### config.mk
export PLATFORM = sky130hd
export DESIGN_NAME = traffic_conflict_monitor
export DESIGN_NICKNAME = d
export VERILOG_FILES = /design/src/rtl/traffic_pkg.sv /design/src/rtl/tlc_dir_checker.sv /design/src/rtl/traffic_conflict_monitor.sv
export SDC_FILE = /design/constraint.sdc
export NUM_CORES = 1
export LEC_CHECK = 0
export ABC_AREA = 1
export CORE_UTILIZATION = 52
export CTS_BUF_LIST = sky130_fd_sc_hd__clkbuf_4 sky130_fd_sc_hd__clkbuf_8
export DETAILED_ROUTE_END_ITERATION = 7
export PLACE_DENSITY_LB_ADDON = 0.15
export SLEW_MARGIN = 5
export SYNTH_ARGS = -nofsm -noshare
export SYNTH_HDL_FRONTEND = slang
export SYNTH_HIERARCHICAL = 1
export SYNTH_SLANG_ARGS = --single-unit
### constraint.sdc
create_clock -name clk -period 1.9 [get_ports clk]
set_input_delay 0.57 -clock clk [delete_from_list [all_inputs] [get_ports clk]]
set_output_delay 0.57 -clock clk [all_outputs]
set_load 0.005 [all_outputs]
### src/rtl/traffic_pkg.sv
// Shared light codes, direction indices, fault codes and helpers for the
// traffic conflict monitor.
package traffic_pkg;

   localparam int unsigned LIGHT_W = 2;
   localparam int unsigned DIR_W   = 2;
   localparam int unsigned CODE_W  = 3;
   localparam int unsigned VCNT_W  = 8;

   localparam logic [LIGHT_W-1:0] RED       = 2'b00;
   localparam logic [LIGHT_W-1:0] GREEN     = 2'b01;
   localparam logic [LIGHT_W-1:0] YELLOW    = 2'b10;
   localparam logic [LIGHT_W-1:0] BAD_LIGHT = 2'b11;

   localparam logic [DIR_W-1:0] NS = 2'd0;
   localparam logic [DIR_W-1:0] EW = 2'd1;
   localparam logic [DIR_W-1:0] SN = 2'd2;
   localparam logic [DIR_W-1:0] WE = 2'd3;

   localparam logic [CODE_W-1:0] FC_NONE          = 3'd0;
   localparam logic [CODE_W-1:0] FC_ILLEGAL_CODE  = 3'd1;
   localparam logic [CODE_W-1:0] FC_CONFLICT      = 3'd2;
   localparam logic [CODE_W-1:0] FC_BAD_SEQ       = 3'd3;
   localparam logic [CODE_W-1:0] FC_SHORT_GREEN   = 3'd4;
   localparam logic [CODE_W-1:0] FC_SHORT_YELLOW  = 3'd5;
   localparam logic [CODE_W-1:0] FC_DWELL_TIMEOUT = 3'd6;
   localparam logic [CODE_W-1:0] FC_BAD_ORDER     = 3'd7;

   // Sampled light vector; field order matches {ns, ew, sn, we}.
   typedef struct packed {
      logic [LIGHT_W-1:0] ns;
      logic [LIGHT_W-1:0] ew;
      logic [LIGHT_W-1:0] sn;
      logic [LIGHT_W-1:0] we;
   } light_vec_t;

   function automatic logic [LIGHT_W-1:0] dir_light(input light_vec_t v,
                                                    input logic [DIR_W-1:0] d);
      dir_light = v.ns;
      case (d)
         NS: dir_light = v.ns;
         EW: dir_light = v.ew;
         SN: dir_light = v.sn;
         WE: dir_light = v.we;
      endcase
   endfunction

   // Lowest set index of a per-direction mask; NS when the mask is empty.
   function automatic logic [DIR_W-1:0] low_idx(input logic [3:0] m);
      low_idx = NS;
      for (int i = 3; i >= 0; i--) begin
         if (m[i]) low_idx = DIR_W'(i);
      end
   endfunction

endpackage

### src/rtl/tlc_dir_checker.sv
// Per-direction light checks: illegal code, bad transition, short green and
// short yellow, judged against the length of the run that just ended.
module tlc_dir_checker
   import traffic_pkg::*;
#(
   parameter int unsigned MIN_GREEN  = 11,
   parameter int unsigned MIN_YELLOW = 4,
   parameter int unsigned CNT_W      = 6
) (
   input  logic [LIGHT_W-1:0] prev,
   input  logic [LIGHT_W-1:0] cur,
   input  logic [CNT_W-1:0]   cnt,
   output logic               illegal_c,
   output logic               bad_seq_c,
   output logic               short_green_c,
   output logic               short_yellow_c
);

   logic g_to_y;
   logic y_to_r;
   logic r_to_g;

   always_comb begin
      r_to_g = (prev == RED)    && (cur == GREEN);
      g_to_y = (prev == GREEN)  && (cur == YELLOW);
      y_to_r = (prev == YELLOW) && (cur == RED);

      illegal_c      = (cur == BAD_LIGHT);
      bad_seq_c      = (prev != cur) && !(r_to_g || g_to_y || y_to_r);
      short_green_c  = g_to_y && (cnt < CNT_W'(MIN_GREEN));
      short_yellow_c = y_to_r && (cnt < CNT_W'(MIN_YELLOW));
   end

endmodule

### src/rtl/traffic_conflict_monitor.sv
// Independent safety monitor on the four intersection light buses; latches
// the first violation as a sticky fault and requests all-flash.
// Optional green-rotation order check enabled by defining TLC_ORDER_CHECK_EN.
module traffic_conflict_monitor
   import traffic_pkg::*;
#(
   parameter int unsigned MIN_GREEN  = 11,
   parameter int unsigned MIN_YELLOW = 4,
   parameter int unsigned MAX_DWELL  = 12,
   parameter int unsigned CNT_W      = 6
) (
   input  logic       clk,
   input  logic       rst,
   input  logic [1:0] ns_light,
   input  logic [1:0] ew_light,
   input  logic [1:0] sn_light,
   input  logic [1:0] we_light,
   input  logic       fault_clr,
   output logic       fault,
   output logic [2:0] fault_code,
   output logic [1:0] fault_dir,
   output logic       flash_req,
   output logic [7:0] viol_cnt
);

   light_vec_t         cur;
   light_vec_t         prev;
   logic [CNT_W-1:0]   cnt;

   logic [3:0]         illegal;
   logic [3:0]         bad_seq;
   logic [3:0]         short_green;
   logic [3:0]         short_yellow;
   logic [3:0]         nonred;
   logic               changed;
   logic               conflict;
   logic               dwell;
   logic [CODE_W-1:0]  viol_code;
   logic [DIR_W-1:0]   viol_dir;
   logic               viol;

   assign cur = {ns_light, ew_light, sn_light, we_light};

   for (genvar i = 0; i < 4; i++) begin : g_dir
      tlc_dir_checker #(
         .MIN_GREEN  (MIN_GREEN),
         .MIN_YELLOW (MIN_YELLOW),
         .CNT_W      (CNT_W)
      ) u_chk (
         .prev           (dir_light(prev, DIR_W'(i))),
         .cur            (dir_light(cur,  DIR_W'(i))),
         .cnt            (cnt),
         .illegal_c      (illegal[i]),
         .bad_seq_c      (bad_seq[i]),
         .short_green_c  (short_green[i]),
         .short_yellow_c (short_yellow[i])
      );
   end

`ifdef TLC_ORDER_CHECK_EN
   logic [DIR_W-1:0] last_dir;
   logic             last_valid;
   logic [3:0]       rise;
   logic [3:0]       bad_order;

   // A new green must be the successor of the previous green direction.
   always_comb begin
      rise      = '0;
      bad_order = '0;
      for (int i = 0; i < 4; i++) begin
         rise[i]      = (dir_light(prev, DIR_W'(i)) == RED) &&
                        (dir_light(cur,  DIR_W'(i)) == GREEN);
         bad_order[i] = rise[i] && last_valid &&
                        (DIR_W'(i) != DIR_W'(last_dir + DIR_W'(1)));
      end
   end

   always_ff @(posedge clk or posedge rst) begin
      if (rst) begin
         last_dir   <= NS;
         last_valid <= 1'b0;
      end else if (|rise) begin
         last_dir   <= low_idx(rise);
         last_valid <= 1'b1;
      end
   end
`endif

   // Parallel checks resolved by lowest code, then lowest direction.
   always_comb begin
      viol_code = FC_NONE;
      viol_dir  = NS;
      changed   = (cur != prev);
      nonred    = '0;
      for (int i = 0; i < 4; i++) begin
         nonred[i] = (dir_light(cur, DIR_W'(i)) != RED);
      end
      conflict = |(nonred & (nonred - 4'd1));
      dwell    = !changed && (cnt >= CNT_W'(MAX_DWELL));

      if (|illegal) begin
         viol_code = FC_ILLEGAL_CODE;
         viol_dir  = low_idx(illegal);
      end else if (conflict) begin
         viol_code = FC_CONFLICT;
         viol_dir  = low_idx(nonred);
      end else if (|bad_seq) begin
         viol_code = FC_BAD_SEQ;
         viol_dir  = low_idx(bad_seq);
      end else if (|short_green) begin
         viol_code = FC_SHORT_GREEN;
         viol_dir  = low_idx(short_green);
      end else if (|short_yellow) begin
         viol_code = FC_SHORT_YELLOW;
         viol_dir  = low_idx(short_yellow);
      end else if (dwell) begin
         viol_code = FC_DWELL_TIMEOUT;
         viol_dir  = low_idx(nonred);
      end
`ifdef TLC_ORDER_CHECK_EN
      else if (|bad_order) begin
         viol_code = FC_BAD_ORDER;
         viol_dir  = low_idx(bad_order);
      end
`endif
   end

   assign viol = (viol_code != FC_NONE);

   // History, run length, sticky fault latch and violation counter.
   always_ff @(posedge clk or posedge rst) begin
      if (rst) begin
         prev       <= '0;
         cnt        <= '0;
         fault      <= 1'b0;
         flash_req  <= 1'b0;
         fault_code <= FC_NONE;
         fault_dir  <= NS;
         viol_cnt   <= '0;
      end else begin
         prev <= cur;

         if (changed) begin
            cnt <= CNT_W'(1);
         end else if (cnt != '1) begin
            cnt <= cnt + CNT_W'(1);
         end

         // A violation coincident with a clear is latched as a fresh fault.
         if (viol && (!fault || fault_clr)) begin
            fault      <= 1'b1;
            flash_req  <= 1'b1;
            fault_code <= viol_code;
            fault_dir  <= viol_dir;
         end else if (fault_clr) begin
            fault      <= 1'b0;
            flash_req  <= 1'b0;
            fault_code <= FC_NONE;
            fault_dir  <= NS;
         end

         if (viol && (viol_cnt != '1)) begin
            viol_cnt <= viol_cnt + VCNT_W'(1);
         end
      end
   end

endmodule

==> results of run 1 <==
-- cells by family (layout without fill, tap and decap cells) --
group	Yosys count	in the layout	synth area share
and+or+nand+nor	202	202	0.3868
buffers and inverters	73	175	0.1310
AOI/OAI and AO/OA	35	35	0.09943
DFF	28	28	0.3218
xor gates and xnor gates	10	10	0.04368
adders and majority gates	3	3	0.01724
-- routing by layer --
layer	routed length [um]	vias up	GRT usage
li1	-	1275	-
met1	3035	1288	0.3608
met2	3740	178	0.5354
met3	576	57	0.04623
met4	412	0	0.1250
met5	0	-	0
-- synthesized netlist by cell type (2+ instances only) --
| master | number |
|---|---|
| sky130_fd_sc_hd__a211oi_1 | 2 |
| sky130_fd_sc_hd__a21oi_1 | 10 |
| sky130_fd_sc_hd__a221oi_1 | 2 |
| sky130_fd_sc_hd__dfrtp_1 | 28 |
| sky130_fd_sc_hd__ha_1 | 3 |
| sky130_fd_sc_hd__inv_1 | 64 |
| sky130_fd_sc_hd__inv_2 | 7 |
| sky130_fd_sc_hd__nand2_1 | 113 |
| sky130_fd_sc_hd__nand2_2 | 6 |
| sky130_fd_sc_hd__nand3_1 | 18 |
| sky130_fd_sc_hd__nand4_1 | 7 |
| sky130_fd_sc_hd__nor2_1 | 47 |
| sky130_fd_sc_hd__nor2_2 | 4 |
| sky130_fd_sc_hd__nor3_1 | 5 |
| sky130_fd_sc_hd__o21ai_0 | 12 |
| sky130_fd_sc_hd__o21ai_1 | 2 |
| sky130_fd_sc_hd__o21bai_1 | 2 |
| sky130_fd_sc_hd__xnor2_1 | 6 |
| sky130_fd_sc_hd__xor2_1 | 3 |
-- cell type report --
type                            count  share of cell area
Multi-Input combinational cell    250              0.4185
Timing Repair Buffer              100              0.2482
Sequential cell                    28              0.2142
Inverter                           71             0.08362
Tap cell                           50             0.01892
Clock buffer                        4             0.01665
-- timing repair --
| action | CTS | global route |
|---|---|---|
| hold buffers | 0 | 0 |
| gates resized for setup | 69 | 32 |
| pin swaps | 21 | 26 |
| cloned | 0 | 0 |
| buffers inserted | 23 | 8 |
| endpoints found under the setup margin | 20 | 15 |
-- sequential cells by signal, summed over array words and instances (netlist names) --
name,cells
prev,8
viol_cnt,8
cnt,6
fault_code,3
fault_dir,2
flash_req,1
-- path summary, 6_finish.rpt --
path | startpoint | to | slack (ns) | cells after the start
hold / removal | ns_light[0] | prev[6]$_DFF_PP0_ | 0.40 | 1
hold reg to reg | fault_dir[1]$_DFFE_PP0P_ | fault_dir[1]$_DFFE_PP0P_ | 0.51 | 2
max in group asynchronous | rst | cnt[5]$_DFFE_PP0P_ | 0.92 | 3
setup / recovery | cnt[2]$_DFFE_PP0P_ | fault_dir[1]$_DFFE_PP0P_ | -0.57 | 15
min in group asynchronous | rst | fault_code[1]$_DFFE_PP0P_ | 0.69 | 3
setup reg to reg | cnt[2]$_DFFE_PP0P_ | fault_dir[1]$_DFFE_PP0P_ | -0.57 | 15
-- power by group through the flow --
stage          clock (mW)  combinational [mW]  sequential [mW]
3_5_place_dp            0               0.628            0.824
4_1_cts             0.397               0.691            0.816
2_1_floorplan           0               0.294            0.811
3_3_place_gp            0               0.610            0.821
5_1_grt             0.404               0.834            0.852
6_report            0.385               0.768            0.837
-- metrics by stage --
| stage | setup TNS [ns] | hold slack [ns] | std cells |
|---|---|---|---|
| detailed placement | -15.38 | 0.4982 | 469 |
| finish | -7.329 | 0.3971 | 503 |
| CTS | -0.4254 | 0.3923 | 496 |
| floorplan | -0.1524 | 0.4944 | 351 |
| global route | -11.26 | 0.3923 | 503 |
| global placement | -13.81 | 0.4917 | 469 |
-- worst max-delay path, delay by kind of cell (launching register included) --
family	cells	cell delay, ns
simple gates	11	1.27
flops	1	0.45
buf+inv	3	0.44
compound gates	1	0.22
==> run metrics, run 1 <==
pin count of the biggest net entering global routing 29; Arr. time, crit path 2.66 ns; wire length per cell after detailed routing 15.44 um; number of unique standard cell types used by synthesis 29; number of sinks on the clock net 28; Max-Slew Margin vs Limit 0.7509; type of the tightest min-delay check in2reg; remaining design rule violation count 0; count of fill cells added during filler insertion 234; Iteration-0 DRC Markers 329; fin crit period 2.474 ns; violated checks setup timing; Mapped Cells 351; min setup slack post-route -0.5740 ns; slew at the pin with the worst max-slew slack 0.3723 ns; leakage power summed over all cells 1.692 nW; Die Footprint 4450 um^2; first-pass iteration count of the detailed router 6; I/O pin total 26; sequential share of power 0.421; share of Yosys cell area claimed by the top area cell type 0.3218; routability congestion estimate 0.9223; clock insertion delay at the later pin of the skew report 0.28 ns; post-route clock period utilization 1.302; VDD IR-drop max 0.0005947 V; sequential area share after synthesis 0.3218; cell row count 23; fraction of layout instances using a drive strength above 1 0.3620; H-tree depth reported by CTS 1; Die Height 66.71 um; main area contributors after synthesis sky130_fd_sc_hd__dfrtp_1, sky130_fd_sc_hd__nand2_1, sky130_fd_sc_hd__inv_1; async set-or-reset flop fraction in the synthesized netlist 1.000; setup skew after layout 0.002417 ns; fraction of power consumed by the clock network 0.194; count of input and output buffers 25; most frequent cells in the layout sky130_fd_sc_hd__nand2_1, sky130_fd_sc_hd__buf_4, sky130_fd_sc_hd__inv_1; overall fraction of global-route tracks in use 0.3030; power density of the placed cells 601.7 nW/um^2; slowest cell on the critical path sky130_fd_sc_hd__dfrtp_1; footprint of the flip-flops and latches 708.2 um^2; number of synthesized register bits 28; worst slack at placement -0.9649 ns; count of synthesis-stage warnings from yosys 6; classification of the worst setup path reg2reg; Data required, critical path 2.09 ns; Reg clk slew, reported paths 0.10 ns; global-route congestion overflow total 0; TritonCTS clock tree yes; maximum single-stage delay on the critical path 0.45 ns; Max Cap Violations 0; routed wire length 7.764 mm; antenna violations before repair 0; Internal Pwr Total 1.284 mW; list of cells traversed by the critical path inv_1 -> nand4_1 -> nor2_2 -> nor2_1 -> nand2_1 -> buf_4 -> nand2_1 -> nand2_1 -> a21oi_2 -> buf_4 -> nand3_1 -> nor2_2 -> nor2_1 -> nand3_1 -> nand2_1; routed vias 2,798; final standard cell area without fillers 3307 um^2; EDFF count, synth 0; ANT cells 0; final HPWL from detailed placement 4.001 mm; most frequent standard cell in the layout excluding fill and tap cells sky130_fd_sc_hd__nand2_1; net count after synthesis 365; critical path launch point type register; residual antenna-violating net count after detailed routing 0; unrepaired setup endpoints after global routing true; number of global-route vias before repair 2,436; power after layout 1.990 mW; power share of the combinational group 0.386; CP endpoint kind register; fin nets 468; Max Clock Freq 0.4042 GHz; cell taking the most area after synthesis sky130_fd_sc_hd__dfrtp_1; Final Util 0.8267; result of the run finished, violations left; root buffer cell sky130_fd_sc_hd__clkbuf_8; Area growth, synth to finish 51.90%; total area of multi-input combinational cells 1384 um^2; average vias per placed instance 5.563; Placed Area 2864 um^2; Psw 0.7059 mW; final hold viol count 0; Initial Util 0.5443; average cell area after synthesis 6.203 um^2; global-route wire length before repair 10.27 mm; overall die width 66.71 um; CTS Buf Count 3; CTS Buffer Depth 2; Max Fanout on Critical Path 5; count of endpoints failing setup in the final report 15; cell seen most often among critical-path stages sky130_fd_sc_hd__nand2_1; Final Max Slew Viols 0; netlist area before placement 2177 um^2; switching share of total power 0.3548; core footprint 4000 um^2; most frequently used flop master after synthesis sky130_fd_sc_hd__dfrtp_1
Note: power is estimated with default switching activity, not from simulation.
==> run 2: changes to the inputs <==
==> constraint.sdc (replaced) <==
create_clock -name clk -period 1.9 [get_ports clk]
set_input_delay 0.475 -clock clk [delete_from_list [all_inputs] [get_ports clk]]
set_output_delay 0.475 -clock clk [all_outputs]
set_load 0.005 [all_outputs]
==> run metrics, run 2 (synthesis results as in run 1) <==
Max Cap Violations 0; Reg-to-Reg End fault_dir[0]$_DFFE_PP0P_; violated checks setup timing; final hold viol count 0; I/O pin total 26; routed vias 2,511; instance count along the most critical hold path 1; Max Clock Freq 0.4634 GHz; slowest cell on the critical path sky130_fd_sc_hd__a221oi_1; leakage power summed over all cells 1.628 nW; CP endpoint kind register; Reg clk slew, reported paths 0.11 ns; cell seen most often among critical-path stages sky130_fd_sc_hd__nand2_1; fin crit period 2.158 ns; Arr. time, crit path 2.39 ns; count of endpoints failing setup in the final report 14; source of the worst hold timing path ns_light[0]; Max-Slew Margin vs Limit 0.7422; flop-to-flop setup slack -0.25 ns; ANT cells 0; type of the tightest min-delay check in2reg; routed wire length 6.683 mm; TritonCTS clock tree yes; fin nets 457; residual antenna-violating net count after detailed routing 0; classification of the worst setup path in2reg; global-route wire length before repair 9.301 mm; most frequent cells in the layout sky130_fd_sc_hd__nand2_1, sky130_fd_sc_hd__inv_1, sky130_fd_sc_hd__buf_4; pin count of the biggest net entering global routing 29; Die Height 66.71 um; count of input and output buffers 25; VDD IR-drop max 0.0005073 V; Initial Util 0.5443; overall fraction of global-route tracks in use 0.2756; cell row count 23; list of cells traversed by the critical path clkdlybuf4s15_2 -> inv_1 -> nor2_1 -> nand3_1 -> nor2_2 -> inv_1 -> nand2_2 -> nor2_4 -> buf_4 -> a221oi_1 -> nand2_1 -> nand2_1 -> nand2_1 -> nand2_1 -> nand2_1 -> nand2_1; Final Max Slew Viols 0; core footprint 4000 um^2; setup skew after layout 0.004908 ns; Iteration-0 DRC Markers 187; first-pass iteration count of the detailed router 4; Area growth, synth to finish 46.67%; worst r2r path cells 14; CTS Buffer Depth 2; root buffer cell sky130_fd_sc_hd__clkbuf_8; min setup slack post-route -0.2581 ns; H-tree depth reported by CTS 1; number of global-route vias before repair 2,190; routability congestion estimate 0.9269; wire length per cell after detailed routing 13.58 um; unrepaired setup endpoints after global routing true; antenna violations before repair 0; maximum single-stage delay on the critical path 0.32 ns; clock insertion delay at the later pin of the skew report 0.29 ns; reg-to-reg startpoint prev[3]$_DFF_PP0_; highest routed layer met4; Final Util 0.7982; result of the run finished, violations left; fraction of layout instances using a drive strength above 1 0.3213; Data required, critical path 2.14 ns; number of sinks on the clock net 28; power density of the placed cells 627.8 nW/um^2; global-route congestion overflow total 0; Max Fanout on Critical Path 4; post-route clock period utilization 1.136; Met3 Routed Length 293 um; final HPWL from detailed placement 3.952 mm; CTS Buf Count 3; Die Footprint 4450 um^2; destination of the worst hold path prev[6]$_DFF_PP0_; DRT met1 WL 2.811 mm; total length of routed met2 wires 3.264 mm; slew at the pin with the worst max-slew slack 0.3867 ns; power after layout 2.005 mW; biggest regs prev: 8 flops, viol_cnt: 8 flops, cnt: 6 flops; critical path launch point type input port; average vias per placed instance 5.104; overall die width 66.71 um; remaining design rule violation count 0; most frequent standard cell in the layout excluding fill and tap cells sky130_fd_sc_hd__nand2_1
[run 2: cell types whose count changed in the layout (fill, tap and decap cells not counted), sizes merged]
| cell | change |
|---|---|
| buf | -15 |
| clkdlybuf4s15 | +3 |
| bufinv | +1 |
[run 2: worst max-delay path by stage]
stage / from / to / cells past startpoint
floorplan: ew_light[0] / viol_cnt[0]$_DFFE_PP0P_ / 13
global placement: ew_light[0] / viol_cnt[7]$_DFFE_PP0P_ / 18
global route: prev[2]$_DFF_PP0_ / fault_code[2]$_DFFE_PP0P_ / 17
finish: sn_light[1] / fault_dir[0]$_DFFE_PP0P_ / 16
CTS: prev[7]$_DFF_PP0_ / fault_dir[0]$_DFFE_PP0P_ / 16
detailed placement: ew_light[0] / viol_cnt[7]$_DFFE_PP0P_ / 18
[run 2: final cells by class]
class,instances,area (um^2)
multi-input combinational,250,1358
clock buffer,3,41.29
timing repair buffer,89,726.9
tap,50,62.56
sequential,28,708.2
inverter,71,266.5
fill,283,807.0
clock inverter,1,30.03
[run 2: report_power, final]
group	internal, mW	switching (mW)	leakage, nW
logic	0.375	0.318	1.25
registers	0.687	0.127	0.337
clock network	0.283	0.214	0.0357
total	1.34	0.660	1.63
[run 2: layer usage]
metal,GRT usage,vias to the layer above
met5,0,-
met4,0.1037,0
met3,0.02568,28
met2,0.4886,85
met1,0.3407,1144
li1,-,1254
[run 2: through the flow]
stage / worst slack (ns) / area, um^2 / hold slack (ns) / instances / TNS (ns)
detailed placement: -0.8975 / 2806 / 0.4973 / 468 / -13.22
global placement: -0.7825 / 2806 / 0.5028 / 468 / -11.96
CTS: -0.1394 / 3000 / 0.4002 / 483 / -1.284
floorplan: 0.01355 / 2182 / 0.4944 / 351 / 0
finish: -0.2581 / 3193 / 0.4003 / 492 / -2.996
global route: -0.3488 / 3193 / 0.4010 / 492 / -4.235
[run 2: what timing repair did]
item / in CTS / in global routing
buffers inserted: 11 / 10
pin swaps: 14 / 20
hold buffers: 0 / 0
setup endpoints to repair: 16 / 14
cloned: 0 / 0
gates resized for setup: 44 / 49
[run 2: critical path: cells and delay by family]
family	cells	cell delay, ns
compound gates	1	0.32
simple gates	11	1.08
buf+inv	4	0.53
==> run 3: changes to the inputs <==
CORE_UTILIZATION = 50   (was 52)
==> run metrics, run 3 (synthesis results as in run 1) <==
power after layout 1.983 mW; Reg clk slew, reported paths 0.11 ns; root buffer cell sky130_fd_sc_hd__clkbuf_8; Internal Pwr Total 1.338 mW; biggest regs prev: 8 flops, viol_cnt: 8 flops, cnt: 6 flops; power density of the placed cells 636.3 nW/um^2; fin crit period 2.077 ns; slew at the pin with the worst max-slew slack 0.3901 ns; cell row count 23; count of fill cells added during filler insertion 323; pin count of the biggest net entering global routing 29; core footprint 4086 um^2; Initial Util 0.5328; Area growth, synth to finish 43.16%; destination of the worst hold path prev[3]$_DFF_PP0_; overall fraction of global-route tracks in use 0.2710; CTS Buf Count 3; classification of the worst setup path reg2reg; Max Fanout on Critical Path 8; wire length per cell after detailed routing 11.89 um; Psw 0.6453 mW; first-pass iteration count of the detailed router 4; leakage power summed over all cells 1.593 nW; Final Max Slew Viols 0; unrepaired setup endpoints after global routing true; Data required, critical path 2.13 ns; count of endpoints failing setup in the final report 14; Iteration-0 DRC Markers 145; Die Height 67.99 um; global-route wire length before repair 9.397 mm; fraction of layout instances using a drive strength above 1 0.2818; routability congestion estimate 0.9043; Max Clock Freq 0.4814 GHz; Max Cap Violations 0; power share of the combinational group 0.335; CP endpoint kind register; count of hold buffers inserted by post-cts repair 0; ANT cells 0; I/O pin total 26; Placed Area 2829 um^2; routed vias 2,411; most frequent standard cell in the layout excluding fill and tap cells sky130_fd_sc_hd__nand2_1; overall die width 67.99 um; result of the run finished, violations left; clock insertion delay at the later pin of the skew report 0.29 ns; critical path launch point type register; final HPWL from detailed placement 4.099 mm; reg-to-reg startpoint prev[4]$_DFF_PP0_; global-route congestion overflow total 0; post-route clock period utilization 1.093; remaining design rule violation count 0; Die Footprint 4622 um^2; switching share of total power 0.3254; count of input and output buffers 25; violated checks setup timing; min setup slack post-route -0.1774 ns; Arr. time, crit path 2.31 ns; fraction of power consumed by the clock network 0.250; number of global-route vias before repair 2,211; flop-to-flop setup slack -0.18 ns; CTS Buffer Depth 2; most frequent cells in the layout sky130_fd_sc_hd__nand2_1, sky130_fd_sc_hd__inv_1, sky130_fd_sc_hd__buf_4; number of sinks on the clock net 28; final standard cell area without fillers 3117 um^2; antenna violations before repair 0; sequential share of power 0.415; VDD IR-drop max 0.0005385 V; average vias per placed instance 4.920; TritonCTS clock tree yes; Reg-to-Reg End viol_cnt[5]$_DFFE_PP0P_; H-tree depth reported by CTS 1; fin nets 455; worst r2r path cells 18; routed wire length 5.826 mm; source of the worst hold timing path sn_light[1]; final hold viol count 0; type of the tightest min-delay check in2reg; residual antenna-violating net count after detailed routing 0; setup skew after layout 0.001697 ns; instance count along the most critical hold path 1; Max-Slew Margin vs Limit 0.7399
[run 3: changes by cell type in the layout (fill, tap and decap cells not counted), moves of 2 or more]
cell	change
sky130_fd_sc_hd__nand2_1	+8
sky130_fd_sc_hd__nand2_2	-6
sky130_fd_sc_hd__dfrtp_1	+2
sky130_fd_sc_hd__dfrtp_2	-2
sky130_fd_sc_hd__inv_2	-2
sky130_fd_sc_hd__nand2_4	-2
sky130_fd_sc_hd__nor2_1	+2
sky130_fd_sc_hd__nor2_4	-2
[run 3: worst max-delay path by stage]
stage / end / cells after the start / from
floorplan: viol_cnt[0]$_DFFE_PP0P_ / 13 / ew_light[0]
global placement: viol_cnt[7]$_DFFE_PP0P_ / 18 / sn_light[1]
detailed placement: viol_cnt[4]$_DFFE_PP0P_ / 18 / sn_light[1]
CTS: viol_cnt[2]$_DFFE_PP0P_ / 14 / prev[4]$_DFF_PP0_
global route: fault_dir[0]$_DFFE_PP0P_ / 17 / cnt[5]$_DFFE_PP0P_
finish: viol_cnt[5]$_DFFE_PP0P_ / 18 / prev[4]$_DFF_PP0_
[run 3: area by class of cell]
cell class                 instances  area [um^2]  area share
clock buffer                       3        41.29     0.01325
clock inverter                     1        30.03    0.009635
inverter                          71        269.0     0.08631
multi-input combinational        250         1290      0.4139
sequential                        28        705.7      0.2264
tap                               50        62.56     0.02007
timing repair buffer              87        718.2      0.2304
[run 3: per-layer routing]
metal,wire [um],up-vias,global-route usage
li1,-,1250,-
met1,2660,1099,0.3560
met2,2869,51,0.4608
met3,195,11,0.02167
met4,101,0,0.09896
met5,0,-,0
[run 3: timing repair]
item / CTS / global route
endpoints found under the setup margin: 20 / 14
setup buffers: 11 / 4
pin swaps: 16 / 11
resized for setup: 50 / 17
[run 3: through the flow]
stage | cells | hold slack [ns] | worst slack (ns) | util | setup TNS [ns]
floorplan | 351 | 0.4944 | 0.01355 | - | 0
global placement | 471 | 0.4929 | -0.7969 | 0.6923 | -12.20
detailed placement | 471 | 0.4950 | -0.8830 | 0.6923 | -13.48
CTS | 486 | 0.4686 | -0.1120 | 0.7468 | -0.9701
global route | 490 | 0.4700 | -0.3418 | 0.7627 | -4.240
finish | 490 | 0.4634 | -0.1774 | 0.7627 | -1.882
[run 3: critical path, cell delays in order (launching register included)]
cell and delay [ns]:
sky130_fd_sc_hd__dfrtp_1 0.43, sky130_fd_sc_hd__buf_6 0.13, sky130_fd_sc_hd__inv_2 0.03, sky130_fd_sc_hd__nor2_2 0.07
sky130_fd_sc_hd__nand3_1 0.07, sky130_fd_sc_hd__nor2_1 0.11, sky130_fd_sc_hd__inv_1 0.09, sky130_fd_sc_hd__nand2_2 0.11
sky130_fd_sc_hd__nor2_2 0.06, sky130_fd_sc_hd__nand2_1 0.06, sky130_fd_sc_hd__nand2_1 0.06, sky130_fd_sc_hd__a21oi_2 0.16
sky130_fd_sc_hd__inv_1 0.07, sky130_fd_sc_hd__nor2_2 0.09, sky130_fd_sc_hd__nand2_2 0.09, sky130_fd_sc_hd__nand2_4 0.15
sky130_fd_sc_hd__buf_4 0.14, sky130_fd_sc_hd__nand2_1 0.04, sky130_fd_sc_hd__nand2_1 0.07
[run 3: power by group through the flow]
stage | logic (mW) | registers [mW] | clock network, mW
after detailed placement | 0.610 | 0.823 | 0
after floorplan | 0.285 | 0.810 | 0
after global placement | 0.593 | 0.819 | 0
after global routing | 0.745 | 0.834 | 0.523
after CTS | 0.643 | 0.814 | 0.500
final | 0.663 | 0.824 | 0.496
